## config.mk

```make
export PLATFORM = sky130hd
export DESIGN_NAME = ma_dot_seq
export DESIGN_NICKNAME = d
export VERILOG_FILES = /design/src/rtl/ma_dot_seq.sv
export SDC_FILE = /design/constraint.sdc
export NUM_CORES = 1
export LEC_CHECK = 0
export BUFFER_PORTS_ARGS = -buffer_cell sky130_fd_sc_hd__buf_2
export CORE_MARGIN = 2
export CORE_UTILIZATION = 50
export CTS_CLUSTER_DIAMETER = 60
export DETAILED_ROUTE_END_ITERATION = 8
export PLACE_DENSITY = 0.83
export SLEW_MARGIN = 20
export SYNTH_ARGS = -nofsm -noshare
export SYNTH_HDL_FRONTEND = slang
export SYNTH_SLANG_ARGS = --single-unit
export TNS_END_PERCENT = 1
```

## constraint.sdc

```tcl
create_clock -name clk -period 4.5 [get_ports clk]
set_clock_uncertainty 0.1 [all_clocks]
set_input_delay 0.225 -clock clk [delete_from_list [all_inputs] [get_ports clk]]
set_output_delay 0.225 -clock clk [all_outputs]
set_load 0.02 [all_outputs]
```

## src/rtl/ma_dot_seq.sv

```systemverilog
// Dot-product sequencer driving a shared multiply-add unit, one element per 3 cycles.
// Optional WAIT timeout with err pulse enabled by defining MA_SEQ_TIMEOUT_EN.
module ma_dot_seq #(
    parameter int SIZE   = 8,
    parameter int ADDR_W = 4
) (
    input  logic              clk,
    input  logic              reset,
    input  logic              start,
    input  logic [ADDR_W:0]   len,
    output logic              mem_en,
    output logic [ADDR_W-1:0] mem_addr,
    input  logic [SIZE-1:0]   mem_a_data,
    input  logic [SIZE-1:0]   mem_b_data,
    output logic [SIZE-1:0]   ma_a,
    output logic [SIZE-1:0]   ma_b,
    output logic [SIZE-1:0]   ma_c,
    output logic              ma_valid,
    input  logic [SIZE-1:0]   ma_p,
    input  logic              ma_dvalid,
    output logic              busy,
    output logic              done,
    output logic [SIZE-1:0]   result,
    output logic              err
);

    typedef enum logic [2:0] {
        IDLE,
        FETCH,
        ISSUE,
        WAIT,
        DONE
    } state_t;

    state_t            state;
    logic [ADDR_W-1:0] idx;
    logic [ADDR_W:0]   len_q;
    logic [SIZE-1:0]   acc;
    logic              last;

    assign last     = ({1'b0, idx} == (len_q - 1'b1));
    assign mem_addr = idx;
    assign ma_c     = acc;
    assign busy     = (state != IDLE);

    // Memory data is only valid in the cycle after the fetch, so pass it straight through
    assign ma_a = (state == ISSUE) ? mem_a_data : '0;
    assign ma_b = (state == ISSUE) ? mem_b_data : '0;

`ifdef MA_SEQ_TIMEOUT_EN
    logic [3:0] tcnt;
`else
    assign err = 1'b0;
`endif

    always_ff @(posedge clk or posedge reset) begin
        if (reset) begin
            state    <= IDLE;
            idx      <= '0;
            len_q    <= '0;
            acc      <= '0;
            result   <= '0;
            done     <= 1'b0;
            mem_en   <= 1'b0;
            ma_valid <= 1'b0;
`ifdef MA_SEQ_TIMEOUT_EN
            tcnt     <= '0;
            err      <= 1'b0;
`endif
        end else begin
            done     <= 1'b0;
            mem_en   <= 1'b0;
            ma_valid <= 1'b0;
`ifdef MA_SEQ_TIMEOUT_EN
            err      <= 1'b0;
`endif
            unique case (state)
                IDLE: begin
                    if (start) begin
                        acc   <= '0;
                        idx   <= '0;
                        len_q <= len;
                        if (len == '0) begin
                            state  <= DONE;
                            done   <= 1'b1;
                            result <= '0;
                        end else begin
                            state  <= FETCH;
                            mem_en <= 1'b1;
                        end
                    end
                end
                FETCH: begin
                    state    <= ISSUE;
                    ma_valid <= 1'b1;
                end
                ISSUE: begin
                    state <= WAIT;
`ifdef MA_SEQ_TIMEOUT_EN
                    tcnt  <= '0;
`endif
                end
                WAIT: begin
                    if (ma_dvalid) begin
                        acc <= ma_p;
                        if (last) begin
                            state  <= DONE;
                            done   <= 1'b1;
                            result <= ma_p;
                        end else begin
                            idx    <= idx + 1'b1;
                            state  <= FETCH;
                            mem_en <= 1'b1;
                        end
                    end
`ifdef MA_SEQ_TIMEOUT_EN
                    else if (tcnt == 4'd14) begin
                        tcnt  <= 4'd15;
                        err   <= 1'b1;
                        state <= IDLE;
                    end else begin
                        tcnt <= tcnt + 4'd1;
                    end
`endif
                end
                DONE: begin
                    state <= IDLE;
                end
                default: begin
                    state <= IDLE;
                end
            endcase
        end
    end

endmodule

```

-- Word-level counts from Yosys, hierarchy flattened
Cells that the tools add are included.
Widths: inputs -> output; s select.
- register bits: 31
- logic and storage cells: 58
- $add $sub $neg: 2
- equality and inequality tests: 9
- muxes and demuxes: 30
- reductions and logical operators: 9
- operator list (kind ; number):
    $mux 8 ; 8
    $pmux 8 s2 ; 2
    $mux 3 ; 4
    $mux 4 ; 3
    $pmux 3 s4 ; 1
    $ne 2x2->1 const B ; 5
    $mux 1 ; 9
    $pmux 4 s2 ; 1
    $eq 3x2->1 const B ; 2
    $eq 4x5->1 ; 1
    $logic_not 5->1 ; 1
    $reduce_and 5->1 ; 1
    $sub 5x1->5 const B ; 1
    $add 4x1->4 const B ; 1
    $pmux 1 s2 ; 2
    $reduce_and 2->1 ; 2
    $reduce_and 4->1 ; 1
    $eq 3x1->1 const B ; 1
    $logic_not 3->1 ; 1
    $reduce_and 3->1 ; 1
    $reduce_bool 3->1 ; 1
    $reduce_bool 2->1 ; 1

-- Logic depth before layout (Yosys ltp)
- word-level depth: 5
- depth in mapped cells: 7

-- Worst setup path after synthesis
OpenSTA, ideal clock, no wires.
- path kind: reg-to-reg
- from: register len_q[0]
- to: register result[0]
- arrival time: 1.803 ns
- setup slack: 2.472 ns
- stages on the path, launching flop included: 8
- path buffers: 0
- cell sequence: dfrtp_1 inv_1 ha_1 o21ba_1 a221o_1 a211oi_4 nand2_4 mux2i_1
- cells in the longest elaborated chain, start to end: 4
- ends and longest elaborated chain (what ; RTL line ; RTL):
    start: declaration ; 37 ; logic [ADDR_W:0] len_q;
    start signal: assignment ; 82 ; len_q <= len;
    $sub 5x1->5 ; 41 ; assign last = ({1'b0, idx} == (len_q - 1'b1));
    $eq 4x5->1 ; 41 ;
    $ne 2x2->1 (no source line) ; -- ;
    $reduce_and 5->1 (no source line) ; -- ;
    end signal: assignment ; 109 ; result <= ma_p;
    end: declaration ; 23 ; output logic [SIZE-1:0] result,
No other way between the ends.
A chain may end at the register's enable or synchronous reset.

-- Worst setup path after layout
- from: register state[1]
- to: register idx[2] (netlist: mem_addr[2])
- cells in the longest elaborated chain, start to end: 3
- elaborated cells between the ends (all ways): 8
- ends and longest elaborated chain (what ; RTL line ; RTL):
    start: declaration ; 35 ; state_t state;
    start signal: assignment ; 58 ; state <= IDLE;
    start signal: assignment ; 84 ; state <= DONE;
    start signal: assignment ; 88 ; state <= FETCH;
    $eq 3x2->1 or $logic_not 3->1 (tied branches) ; 77 ; unique case (state)
    $ne 2x2->1 (no source line) or $reduce_bool 2->1 (tied branches) ; -- ;
    $reduce_and 4->1 (no source line) ; -- ;
    end signal: assignment ; 111 ; idx <= idx + 1'b1;
    end: declaration ; 36 ; logic [ADDR_W-1:0] idx;
Parallel ways exist; a longest one is shown, timed or not.

==> run metrics <==
outcome finished clean; Core Box Area 3080 um2; Leak 1.26 nW; post-synthesis mux area share 4.94%; Placement Cell Area 1990 um2; Setup WS post-layout 2.24 ns; die span in x 60.9 um; Syn. warnings 0; Req. time, crit path 4.66 ns; slew at the pin with the worst max-slew slack 0.743 ns; Critical Path Max Stage Delay 0.71 ns; Hold Violations, Final 0; VDD IR max 0.345 mV; Psw 0.709 mW; WL/cell 14.0 um; crit path max-delay cell type dfrtp_1; most instantiated cells after synthesis dfrtp_1, nand2_1, and3_1, inv_1; Seq pwr share 33.5%; initial core utilization 52.6%; area occupied by multi-input gates 737 um2; Sw Ratio 45.8%; CP Depth 5; Clock transition at path regs 0.10 ns; 1st-iter DRT viols 79; Area contributors post-synth dfrtp_1, and3_1, nand2_1; Antenna Nets Post-Route 0; synth-to-layout area growth 32.6%; Total GRT Usage 23.6%; Synth async-reset ratio 100%; Compound-Gate Fraction of Synth Area 13.9%; Place WS 2.26 ns; Hold WC Path Type in -> reg; combinational share of power 51.6%; layout cell share with drive strength beyond 1 35.5%; Fin Setup TNS 0 ns; Die ar. 3710 um2; sequential area share after synthesis 47.9%; dominant synthesized flop cell dfrtp_1; initial antenna violation count 0; Crit path arrival time 2.41 ns; CP max FO 25; CP endpoint kind flop; H-tree Lvls 2; Num CTS Buffers 5; XOR/XNOR share of the synthesized area 3.17%; Synth area leader dfrtp_1; Crit path top cell by count a21oi_1; cell with the most instances after synthesis dfrtp_1; Final Wtd Congestion 0.834; fin nets 279; Register-to-Register Path Depth 5; RSZ-0062 raised after global routing no; Residual DRC 0; Final setup violation count 0; Period minus WS final 2.26 ns; Pins Over Slew Limit 0; Fillers 251; area share of the largest cell type after synthesis 47.9%; hold depth 2; Setup Fix Bufs, Post-CTS 0; clock root cell clkbuf_4; CTS tree yes; period utilisation layout 50.1%; dpl cells 274; # rows 20; DR vias/cell 5.14; critical path launch point type flop; Post-Synth Adder-Cell Area 1.54%; total wire length 4050 um; syn avg cell area 9.70 um2; via count of the first global-routing pass 1312; cells along the critical path and3_1 -> a21oi_1 -> or2_1 -> or4_1 -> a21oi_1; clk sinks 31; global route overflow 0; Slew headroom 50.3%; ANT cells 0; synthesized area 1620 um2; Pwr Density 720 nW/um2; number of placed I/O pins 74; Register Area 776 um2; count of state elements after synthesis 31; Design Area, Final 2150 um2; Non-Filler Instances 289; Clock Latency Late Sink 0.34 ns; Post-Synthesis Cells 167; critical path class reg -> reg; DRT Pass-1 Iters 4; Synth Area in Simple Gates 21.7%; Top delay family on crit path simple AND/OR/NAND/NOR gates; Max Cap Violations 0; largest net degree at the start of global routing 32; Buf/Inv on CP 0; via count 1486; EDFF count, synth 0; IO Port Bufs 72; first-pass GRT wire length 6290 um; Fin Hold WS 0.0102 ns; Max Root-Sink Buffers 2; Die H 60.9 um; Int Power 0.837 mW; Max Fclk 443 MHz; main combinational cell family by area after synthesis simple AND/OR/NAND/NOR gates; syn_nets 202; Detailed Place HPWL 2910 um; part of the power in the clock network 14.9%; distinct cell type count after synthesis 39
## final timing paths
| path | from | endpoint | slack, ns |
|---|---|---|---|
| setup / recovery | state[1] | mem_addr[2] | 2.24 |
| hold / removal | ma_p[0] | ma_c[0] | 0.01 |
| setup reg to reg | state[1] | mem_addr[2] | 2.24 |
| hold reg to reg | ma_c[2] | ma_c[2] | 0.41 |
| max in group asynchronous | reset | mem_addr[3] | 3.61 |
| min in group asynchronous | reset | ma_c[0] | 0.40 |
## state kept, by name, summed over array words and instances, names as in the netlist
signal    cells
ma_c          8
result        8
len_q         5
mem_addr      4
state         3
done          1
ma_valid      1
mem_en        1
## routing by layer
layer / track usage [%] / wire (um) / up-vias
li1: - / - / 729
met5: 0 / 0 / -
met3: 5.54 / 226 / 5
met1: 32.0 / 1730 / 695
met4: 9.32 / 61 / 0
met2: 36.6 / 2030 / 57
## stage by stage
step | power (mW) | util (%)
6_report | 1.55 | 69.8
2_1_floorplan | 1.10 | -
5_1_grt | 1.67 | 69.8
3_5_place_dp | 1.31 | 64.7
3_3_place_gp | 1.29 | 64.7
4_1_cts | 1.55 | 69.8
## power by group through the flow
| stage | sequential (mW) | combinational [mW] | clock (mW) |
|---|---|---|---|
| floorplan | 0.584 | 0.512 | 0 |
| detailed placement | 0.521 | 0.794 | 0 |
| global route | 0.539 | 0.880 | 0.250 |
| global placement | 0.516 | 0.772 | 0 |
| finish | 0.518 | 0.798 | 0.230 |
| CTS | 0.516 | 0.802 | 0.236 |
## worst register-to-register path, cell delays in order, from the launching register on
cell	delay, ns
dfrtp_1	0.71
and3_1	0.27
a21oi_1	0.04
or2_1	0.40
or4_1	0.46
a21oi_1	0.19
## placed cells by master (no fill, tap or decap), types with 2 or more instances in the layout
cell / n
nor3_1: 4
nand3_1: 2
dfrtp_1: 31
and2_1: 2
o21ai_1: 6
o21ai_0: 2
inv_1: 15
and3_1: 18
a21oi_1: 3
a22o_1: 8
nor4_1: 2
clkbuf_4: 5
dlygate4sd3_1: 7
xnor2_1: 2
nand2_1: 22
mux2i_1: 8
or4_1: 2
buf_2: 72
nand4_1: 3
nor2b_1: 2
xor2_1: 2
ha_1: 2
a211oi_4: 2
nor2_1: 6
## timing repair
| action | CTS | global route |
|---|---|---|
| setup endpoints to repair | 0 | 0 |
| hold buffers | 7 | 0 |
| gates resized for setup | 0 | 0 |
| endpoints found under the hold margin | 37 | 0 |
## cell type report
class	instances	share of cell area [%]
sequential	31	36.1
clock inverter	2	1.63
multi-input combinational	111	34.3
tap	44	2.56
timing repair buffer	80	20.4
clock buffer	6	2.39
inverter	15	2.62
## cell families (layout without fill, tap and decap cells)
group,Yosys count,in the layout
muxes,8,8
adders and majority gates,2,2
AOI/OAI and AO/OA,28,28
buffers and inverters,25,103
DFF,31,31
xor gates and xnor gates,5,5
other,1,1
and+or+nand+nor,67,67
No activity file was read; power rests on OpenSTA's default activity.
